### config.mk
export PLATFORM = sky130hd
export DESIGN_NAME = slot_alloc_flat
export DESIGN_NICKNAME = d
export VERILOG_FILES = /design/src/rtl/slot_alloc_if.sv /design/src/rtl/slot_alloc.sv /design/src/flat_wrapper.sv
export SDC_FILE = /design/constraint.sdc
export NUM_CORES = 1
export LEC_CHECK = 0
export CORE_MARGIN = 2
export CORE_UTILIZATION = 43
export CTS_BUF_LIST = sky130_fd_sc_hd__clkbuf_8
export DETAILED_ROUTE_END_ITERATION = 12
export GPL_TIMING_DRIVEN = 0
export PLACE_DENSITY = 0.82
export SLEW_MARGIN = 10
export SYNTH_ARGS = -nofsm -noshare
export SYNTH_HDL_FRONTEND = slang
export SYNTH_HIERARCHICAL = 1
export SYNTH_SLANG_ARGS = --single-unit
export TNS_END_PERCENT = 100
### constraint.sdc
create_clock -name clk -period 4.6 [get_ports clk]
set_input_delay 1.38 -clock clk [delete_from_list [all_inputs] [get_ports clk]]
set_output_delay 1.38 -clock clk [all_outputs]
set_load 0.02 [all_outputs]
### src/rtl/slot_alloc_if.sv
// Allocation/free handshake bundle for slot_alloc.
// The requester owns i_* and the allocator owns o_*.
interface slot_alloc_if #(
    parameter int N = 8
);
    localparam int IW = $clog2(N);
    localparam int CW = $clog2(N + 1);

    logic          i_alloc_vld;
    logic          o_alloc_rdy;
    logic [IW-1:0] o_alloc_id;
    logic [N-1:0]  o_alloc_oh;
    logic          i_free_vld;
    logic [IW-1:0] i_free_id;
    logic [N-1:0]  o_busy;
    logic [CW-1:0] o_count;
    logic          o_full;
    logic          o_empty;
    logic          o_err;

    modport master (
        output i_alloc_vld, i_free_vld, i_free_id,
        input  o_alloc_rdy, o_alloc_id, o_alloc_oh,
        input  o_busy, o_count, o_full, o_empty, o_err
    );

    modport slave (
        input  i_alloc_vld, i_free_vld, i_free_id,
        output o_alloc_rdy, o_alloc_id, o_alloc_oh,
        output o_busy, o_count, o_full, o_empty, o_err
    );
endinterface

### src/rtl/slot_alloc.sv
// Free-slot allocator: grants the first free slot from a busy vector,
// returns freed slots to the pool and flags illegal frees.
module lzd #(
    parameter int N           = 8,
    parameter bit FROM_LSB    = 1'b1,
    parameter bit DETECT_ZERO = 1'b1
) (
    input  logic [N-1:0] vec,
    output logic [N-1:0] oh
);
    logic [N-1:0] v;
    logic         found;
    int           idx;

    always_comb begin
        v     = DETECT_ZERO ? ~vec : vec;
        oh    = '0;
        found = 1'b0;
        idx   = 0;
        for (int i = 0; i < N; i++) begin
            idx = FROM_LSB ? i : N - 1 - i;
            if (!found && v[idx]) begin
                oh[idx] = 1'b1;
                found   = 1'b1;
            end
        end
    end
endmodule

module slot_alloc #(
    parameter int N        = 8,
    parameter bit FROM_LSB = 1'b1
) (
    input logic         clk,
    input logic         rst,
    slot_alloc_if.slave bus
);
    localparam int IW = $clog2(N);
    localparam int CW = $clog2(N + 1);

    logic [N-1:0]  busy;
    logic [N-1:0]  pick;
    logic [CW-1:0] count;
    logic          err;
    logic [IW-1:0] pick_id;
    logic          full;
    logic          alloc_fire;
    logic          id_ok;
    logic [N-1:0]  free_sel;
    logic          free_fire;
    logic          free_bad;
    logic [N-1:0]  set_mask;
    logic [N-1:0]  clr_mask;

    lzd #(
        .N          (N),
        .FROM_LSB   (FROM_LSB),
        .DETECT_ZERO(1'b1)
    ) u_lzd (
        .vec(busy),
        .oh (pick)
    );

    always_comb begin
        pick_id = '0;
        for (int i = 0; i < N; i++) begin
            if (pick[i]) pick_id = pick_id | IW'(i);
        end
    end

    assign full       = (count == CW'(N));
    assign alloc_fire = bus.i_alloc_vld & ~full;

    // Out-of-range ids shift the select bit off the top, so free_sel is 0.
    assign id_ok     = ({1'b0, bus.i_free_id} < (IW + 1)'(N));
    assign free_sel  = {{(N - 1){1'b0}}, 1'b1} << bus.i_free_id;
    assign free_fire = bus.i_free_vld & id_ok & (|(busy & free_sel));
    assign free_bad  = bus.i_free_vld & ~free_fire;

    assign set_mask = alloc_fire ? pick : '0;
    assign clr_mask = free_fire ? free_sel : '0;

    always_ff @(posedge clk) begin
        if (rst) begin
            busy  <= '0;
            count <= '0;
            err   <= 1'b0;
        end else begin
            busy  <= (busy | set_mask) & ~clr_mask;
            count <= count + CW'(alloc_fire) - CW'(free_fire);
            if (free_bad) err <= 1'b1;
        end
    end

    assign bus.o_alloc_rdy = ~full;
    assign bus.o_alloc_id  = pick_id;
    assign bus.o_alloc_oh  = pick;
    assign bus.o_busy      = busy;
    assign bus.o_count     = count;
    assign bus.o_full      = full;
    assign bus.o_empty     = (count == '0);
    assign bus.o_err       = err;

    count_matches_busy: assert property (
        @(posedge clk) disable iff (rst)
        count == CW'($countones(busy))
    );
endmodule

### src/flat_wrapper.sv
// flat-port wrapper written by rule: the top's interface ports become plain ports
module slot_alloc_flat 
#(
    parameter int N        = 8,
    parameter bit FROM_LSB = 1'b1
)
  (clk, rst, bus_i_alloc_vld, bus_i_free_vld, bus_i_free_id, bus_o_alloc_rdy, bus_o_alloc_id, bus_o_alloc_oh, bus_o_busy, bus_o_count, bus_o_full, bus_o_empty, bus_o_err);
  slot_alloc_if #(.N(N)) bus_i ();
  input logic clk;
  input logic rst;
  input wire logic [$bits(bus_i.i_alloc_vld)-1:0] bus_i_alloc_vld;
  input wire logic [$bits(bus_i.i_free_vld)-1:0] bus_i_free_vld;
  input wire logic [$bits(bus_i.i_free_id)-1:0] bus_i_free_id;
  output wire logic [$bits(bus_i.o_alloc_rdy)-1:0] bus_o_alloc_rdy;
  output wire logic [$bits(bus_i.o_alloc_id)-1:0] bus_o_alloc_id;
  output wire logic [$bits(bus_i.o_alloc_oh)-1:0] bus_o_alloc_oh;
  output wire logic [$bits(bus_i.o_busy)-1:0] bus_o_busy;
  output wire logic [$bits(bus_i.o_count)-1:0] bus_o_count;
  output wire logic [$bits(bus_i.o_full)-1:0] bus_o_full;
  output wire logic [$bits(bus_i.o_empty)-1:0] bus_o_empty;
  output wire logic [$bits(bus_i.o_err)-1:0] bus_o_err;
  assign bus_i.i_alloc_vld = bus_i_alloc_vld;
  assign bus_i.i_free_vld = bus_i_free_vld;
  assign bus_i.i_free_id = bus_i_free_id;
  assign bus_o_alloc_rdy = bus_i.o_alloc_rdy;
  assign bus_o_alloc_id = bus_i.o_alloc_id;
  assign bus_o_alloc_oh = bus_i.o_alloc_oh;
  assign bus_o_busy = bus_i.o_busy;
  assign bus_o_count = bus_i.o_count;
  assign bus_o_full = bus_i.o_full;
  assign bus_o_empty = bus_i.o_empty;
  assign bus_o_err = bus_i.o_err;
  slot_alloc #(.N(N), .FROM_LSB(FROM_LSB)) u_core (.clk(clk), .rst(rst), .bus(bus_i));
endmodule
---- Word-level counts from Yosys, hierarchy flattened ----
Index checks and enable logic that the tools add are counted.
word-level totals
  output and inout bits ................... 27
  register bits ........................... 13
operators by class
  bitwise logic cells ..................... 10
  shifts and indexed selects .............. 1
  multiplexer cells ....................... 23
  eq/ne operators ......................... 1
  add/sub/neg operators ................... 2
  reduce and logical (&&, ||, !) cells .... 16
operators with widths
  kind                   number
  $and A8 B8 Y8          2
  $mux W8                2
  $not A8 Y8             2
  $mux W1                15
  $mux W3                4
  $or A8 B8 Y8           1
  $reduce_or A8 Y1       1
  $shl A1 B3 Y8 const A  1
  $logic_and A1 B1 Y1    7
  $logic_not A1 Y1       7
  $add A4 B1 Y4          1
  $eq A4 B4 Y1 const B   1
  $logic_not A4 Y1       1
  $mux W2                2
  $sub A4 B1 Y4          1
  $and A1 B1 Y1          3
  $not A1 Y1             2

---- Logic depth before layout (Yosys ltp) ----
Gate-level depths: netlist of run 1.
  word-level depth ........................ 26
  gate-level depth with buffers ........... 14
  depth with buffers taken out ............ 13

---- By module ----
The synthesis of run 1 kept the hierarchy.
modules (own cells, without submodules)
  module      area an instance (um2)  sequential area each (um2)  cells an instance  instances
  slot_alloc  706.9                   260.2                       77                 1
  lzd         75.1                    0.0                         12                 1

---- Worst setup path after synthesis of run 1 ----
Ideal clock, no wire load.
  path kind ............................... input to register
  start point ............................. in bus_i_free_id[0]
  end point ............................... reg u_core.count[2] (netlist: u_core/bus.o_count[2])
  setup slack ............................. 0.996 ns
  cell stages on the path ................. 12
  data arrival time ....................... 3.476 ns
  cell sequence ........................... buf_6 > mux2i_1 > nor3_1 > or4_1 > and2_1 > ha_1 > inv_1 > ha_1 > inv_1 > fa_1 > xor2_1 > nor2_1
on the way
  longest elaborated chain between the ends .. 5
ends and longest elaborated chain
  element                 line                text
  start: declaration      flat_wrapper.sv:13  input wire logic [$bits(bus_i.i_free_id)-1:0] bus_i_free_id;
  $shl A1 B3 Y8           slot_alloc.sv:76    assign free_sel = {{(N - 1){1'b0}}, 1'b1} << bus.i_free_id;
  $and A8 B8 Y8           slot_alloc.sv:77    assign free_fire = bus.i_free_vld & id_ok & (|(busy & free_sel));
  $reduce_or A8 Y1        slot_alloc.sv:77
  $and A1 B1 Y1           slot_alloc.sv:77
  $sub A4 B1 Y4           slot_alloc.sv:90    count <= count + CW'(alloc_fire) - CW'(free_fire);
  end signal: assignment  slot_alloc.sv:90
  end: declaration        slot_alloc.sv:43    logic [CW-1:0] count;
Every way passes these cells.
A chain may end at the register's enable or synchronous reset.

---- Worst setup path in the final report of run 1 ----
  start point ............................. in bus_i_free_id[2]
  end point ............................... reg u_core.count[2] (netlist: u_core/bus.o_count[2])
Same word-level chain as after synthesis.

==> results of run 1 <==
metal layers:
metal / vias to the layer above / part of all wire
met5: - / 0
met4: 0 / 0.025
met3: 8 / 0.066
met2: 35 / 0.49
met1: 376 / 0.42
li1: 387 / -
path summary, 6_finish.rpt:
path / endpoint / depth (start not counted) / slack [ns] / startpoint
worst max-delay path: u_core/bus.o_count[2]$_SDFF_PP0_ / 11 / 0.81 / bus_i_free_id[2]
worst min-delay path: u_core/bus.o_err$_SDFFE_PP0P_ / 2 / 0.47 / u_core/bus.o_err$_SDFFE_PP0P_
worst max register to register: u_core/bus.o_count[2]$_SDFF_PP0_ / 11 / 1.98 / u_core/bus.o_busy[1]$_SDFF_PP0_
worst min register to register: u_core/bus.o_err$_SDFFE_PP0P_ / 2 / 0.47 / u_core/bus.o_err$_SDFFE_PP0P_
cell families (layout without fill, tap and decap cells):
kind of cell / after synthesis / count (layout)
buffers and inverters: 13 / 49
adders and majority gates: 7 / 7
and+or+nand+nor: 31 / 31
DFF: 13 / 13
xor gates and xnor gates: 2 / 2
muxes: 4 / 4
AOI/OAI and AO/OA: 19 / 19
cells in the final DEF, fill, tap and decap left out, types with 2 or more instances in the layout:
master / Yosys / layout
nor2b_1: 2 / 2
nor3b_1: 3 / 3
and2_1: 2 / 2
clkdlybuf4s50_1: 0 / 32
a211oi_1: 4 / 4
or4_1: 4 / 4
ha_1: 6 / 6
clkbuf_8: 0 / 3
a21oi_1: 9 / 9
a311oi_1: 4 / 4
dfxtp_1: 13 / 13
nor2_1: 10 / 10
inv_1: 10 / 11
mux2i_1: 4 / 4
nand2_1: 3 / 3
stage by stage:
stage | setup slack (ns) | std cells | instance area [µm²] | hold slack [ns]
3_3_place_gp | 0.634 | 146 | 1130 | 0.464
6_report | 0.811 | 150 | 1180 | 0.474
5_1_grt | 0.707 | 150 | 1180 | 0.495
4_1_cts | 0.825 | 150 | 1180 | 0.475
3_5_place_dp | 0.577 | 146 | 1130 | 0.466
2_1_floorplan | 0.996 | 89 | 782 | 0.545
tightest hold or removal path, cell delays in order (launching register included):
cell	delay, ns
dfxtp_1	0.31
inv_1	0.05
o22ai_1	0.07
report_power, final:
group	internal, mW	total, mW	switching [mW]
Clock	0.0587	0.0959	0.0372
Sequential	0.129	0.143	0.0141
Combinational	0.105	0.215	0.110
Total	0.292	0.454	0.161
layout make-up:
| type | instances | area (µm²) |
|---|---|---|
| repair buffers | 32 | 320 |
| flip-flops and latches | 13 | 260 |
| inverters | 10 | 37.5 |
| fillers | 158 | 548 |
| multi-input cells | 63 | 464 |
| clock buffers | 3 | 41.3 |
| plain buffers | 3 | 20.0 |
| clock inverters | 1 | 3.75 |
| well taps | 25 | 31.3 |
registers in the layout, summed over array words and instances (netlist names):
| register | flops |
|---|---|
| u_core/bus.o_busy | 8 |
| u_core/bus.o_err | 1 |
| u_core/bus.o_count | 4 |
==> impl_metrics.toml, run 1 <==
[floorplan]
die_y_um = 46.6
design.die.area_um2 = 2180
initial_utilization = 0.453
fp.dieW_um = 46.6
top_level_ports = 34
core-area_um2 = 1730
rows = 15

[detailed_routing]
drc = 0
dr.pass1.iters = 4
routed_wl_um = 1910
ant_nets = 0
drtIter0Drc = 12
routedWlPerCell_um = 12.7
via_count = 806
viasPerCell = 5.37

[grt]
first_global_vias = 714
use_met2 = 0.322
use_met1 = 0.231
gr-total-overflow = 0
grt_max_degree = 11
antenna_found_initial = 0
grt_use_met3 = 0.0392
busiest_layer = "met2"
grt_use_total = 0.190
grt_pass1_wl_um = 2950

[status]
outcome = "complete, no violations"

[timing]
worst_slew_pin_slew_ns = 0.449
hold_viol = 0
maxSlewViolCount = 0
post-route-period-util = 0.824
period_minus_slack_ns = 3.79
rsz0062_at_grt = "false"
finalClockSkew_ns = 0.00188
setup_viol = 0
slew_headroom = 0.701
fmax_mhz = 264
fin_tns_setup_ns = 0

[synthesis]
synth-simple-area-share = 0.240
synth.top_cell.area_share = 0.333
ys_top_cells_by_count = "dfxtp_1, inv_1, nor2_1"
synth_adder_area_share = 0.122
synthArstFlopShare = 0
syn_nets = 103
synth_edf_count = 0
synth_compound_area_frac = 0.158
synth_ff_type = "dfxtp_1"
synthXorXnorAreaFrac = 0.0224
yosysMostFrequentCell = "dfxtp_1"
synth_area_um2 = 782
yosysUniqueCellTypes = 28
yosys_warnings = 6
syn_avg_cell_area_um2 = 8.79
synth_cells = 89
synth_top_family_by_area = "simple AND/OR/NAND/NOR gates"
yosysTopAreaCell = "dfxtp_1"
yosysSeqAreaShare = 0.333
synth_seq_cells = 13
synth.area.top_cells = "dfxtp_1, ha_1, a21oi_1, mux2i_1, inv_1"
muxShareOfSynthArea = 0.0512

[setup_path]
worstPathCellList = "clkdlybuf4s50_1 > nor3b_1 > or4_1 > and2_1 > ha_1 > inv_1 > ha_1 > inv_1 > fa_1 > xor2_1 > nor2_1"
endpoint_kind = "flip-flop"
critPathKind = "input pin to flip-flop"
cpMaxStageDelayCell = "or4_1"
slowest_delay_ns = 0.55
crit_fanout = 4
timing.critical_path.from_type = "input pin"
required_ns = 4.71
arrival_ns = 3.90
worst-path-buf-inv = 3
cp_top_family = "simple AND/OR/NAND/NOR gates"

[pwr]
p_per_area_nw_per_um2 = 385
finalPower_mw = 0.454
peakVddDrop_mv = 0.213
p_leak_nw = 0.471

[cts]
clockBufferDepth = 2
cts_max_level = 1
clockRootBuffer = "clkbuf_8"
clock-sinks = 13
clk_pin_slew_ns = 0.05
post_cts_resized = 0
cts-hold-fix-buffers = 0
cts_buffers = 3
cts_tree = "done"
cts_setup_buffers = 0
clk_latency_ns = 0.23

[final_layout]
area_delta_synth_final_pct = 50.7
final_nets = 140
drive_above_1_share = 0.0640
fin_util = 0.683
antennaDiodeCount = 0

[worst_hold_path]
hold_class = "flip-flop to flip-flop"

[place]
finalWeightedCongestion = 0.797
port_buffers = 32
dp_hpwl_um = 1490

[flow_run]
cap_violations = 0
No activity file was read; power rests on OpenSTA's default activity.
==> run 2, diff against run 1 <==
==> constraint.sdc (replaced) <==
create_clock -name clk -period 3.6 [get_ports clk]
set_input_delay 1.08 -clock clk [delete_from_list [all_inputs] [get_ports clk]]
set_output_delay 1.08 -clock clk [all_outputs]
set_load 0.02 [all_outputs]
==> results of run 2 <==
The final DEF is identical to that of run 1. Status: complete, no violations.
Main changes from that run: setup slack after placement 0.577 ns -> -0.123 ns; setup slack after layout 0.811 ns -> 0.111 ns; register-to-register setup slack 1.98 ns -> 0.98 ns; total power 0.454 mW -> 0.580 mW; worst IR drop on VDD 0.213 mV -> 0.273 mV
==> run 3, diff against run 2 <==
--- a/config.mk
+++ b/config.mk
@@ -10,7 +10,7 @@
 export CTS_BUF_LIST = sky130_fd_sc_hd__clkbuf_8
 export DETAILED_ROUTE_END_ITERATION = 12
 export GPL_TIMING_DRIVEN = 0
-export PLACE_DENSITY = 0.82
+export PLACE_DENSITY = 0.86
 export SLEW_MARGIN = 10
 export SYNTH_ARGS = -nofsm -noshare
 export SYNTH_HDL_FRONTEND = slang
==> impl_metrics.toml, run 3 (synthesized netlist as in run 1, its figures left out) <==
[status]
outcome = "complete, no violations"

[final_layout]
fin_util = 0.683
antennaDiodeCount = 0
postLayoutCellArea_um2 = 1180
final-instance-count-excl-fill = 150
final_nets = 140
mostFrequentLayoutCell = "clkdlybuf4s50_1"
largest_reg_flops = 8
area_delta_synth_final_pct = 50.7
final_cell_mix = "clkdlybuf4s50_1, dfxtp_1, inv_1"
drive_above_1_share = 0.0640

[floorplan]
core-area_um2 = 1730
initial_utilization = 0.453
rows = 15
design.die.area_um2 = 2180
die_y_um = 46.6
top_level_ports = 34
fp.dieW_um = 46.6

[pwr]
finalPower_mw = 0.580
p_leak_nw = 0.471
switching_share = 0.355
clock_power_share = 0.213
p_per_area_nw_per_um2 = 492
p_int_mw = 0.374
power_frac_seq = 0.315
peakVddDrop_mv = 0.252
comb_power_share = 0.472
switching_power_mw = 0.206

[flow_run]
cap_violations = 0

[detailed_routing]
routed_wl_um = 1910
ant_nets = 0
dr.pass1.iters = 4
drc = 0
routedWlPerCell_um = 12.7
drtIter0Drc = 14
viasPerCell = 5.17
via_count = 775

[timing]
worst_slew_pin_slew_ns = 0.471
fin_tns_setup_ns = 0
final.setup.worst_slack_ns = 0.132
whs_ns = 0.473
maxSlewViolCount = 0
period_minus_slack_ns = 3.47
hold_viol = 0
rsz0062_at_grt = "false"
setup_viol = 0
slew_headroom = 0.686
fmax_mhz = 288
post-route-period-util = 0.963
finalClockSkew_ns = 0.00100

[grt]
grt_max_degree = 11
gr-total-overflow = 0
grt_pass1_wl_um = 3010
antenna_found_initial = 0
first_global_vias = 738
grt_use_total = 0.197

[worst_hold_path]
hold_class = "flip-flop to flip-flop"

[cts]
clk_latency_ns = 0.24
post_cts_resized = 0
cts_buffers = 3
clockBufferDepth = 2
clock-sinks = 13
cts_tree = "done"
clockRootBuffer = "clkbuf_8"
cts-hold-fix-buffers = 0
cts_max_level = 1
clk_pin_slew_ns = 0.05
cts_setup_buffers = 0

[place]
dp.cells = 146
dpl_cell_area_um2 = 1130
dp_hpwl_um = 1480
finalWeightedCongestion = 0.789
port_buffers = 32
dp_slack_ns = -0.127

[setup_path]
critPathKind = "input pin to flip-flop"
arrival_ns = 3.57
endpoint_kind = "flip-flop"
required_ns = 3.71
crit_fanout = 4
timing.critical_path.from_type = "input pin"
run 3: cell counts in the layout (fill, tap and decap cells not counted):
Identical to the previous run, type by type.
run 3: power by group through the flow:
stage / clock (mW) / combinational (mW) / sequential [mW]
2_1_floorplan: 0 / 0.141 / 0.207
3_3_place_gp: 0 / 0.267 / 0.184
3_5_place_dp: 0 / 0.275 / 0.186
4_1_cts: 0.126 / 0.276 / 0.183
5_1_grt: 0.134 / 0.294 / 0.185
6_report: 0.124 / 0.274 / 0.183
run 3: cell type report:
type | count | area [µm²]
Fill cell | 151 | 548
Multi-Input combinational cell | 63 | 464
Timing Repair Buffer | 32 | 320
Sequential cell | 13 | 260
Clock buffer | 3 | 41.3
Inverter | 10 | 37.5
Tap cell | 25 | 31.3
Buffer | 3 | 20.0
Clock inverter | 1 | 3.75
run 3: routing by layer:
metal	routed length (µm)	global-route usage	vias up
li1	-	-	389
met1	843	0.217	352
met2	936	0.336	30
met3	100	0.0510	4
met4	29	0.117	0
met5	0	0	-
run 3: critical path: stages:
cell,delay [ns]
clkdlybuf4s50_1,0.46
nor3b_1,0.19
or4_1,0.54
and2_1,0.19
ha_1,0.28
inv_1,0.05
ha_1,0.16
inv_1,0.06
fa_1,0.37
xor2_1,0.14
nor2_1,0.06
run 3: worst paths after layout:
kind / slack (ns) / start / depth (start not counted) / to
worst max-delay path: 0.13 / bus_i_free_id[2] / 11 / u_core/bus.o_count[2]$_SDFF_PP0_
worst min register to register: 0.47 / u_core/bus.o_err$_SDFFE_PP0P_ / 2 / u_core/bus.o_err$_SDFFE_PP0P_
worst max register to register: 1.00 / u_core/bus.o_busy[1]$_SDFF_PP0_ / 11 / u_core/bus.o_count[2]$_SDFF_PP0_
worst min-delay path: 0.47 / u_core/bus.o_err$_SDFFE_PP0P_ / 2 / u_core/bus.o_err$_SDFFE_PP0P_
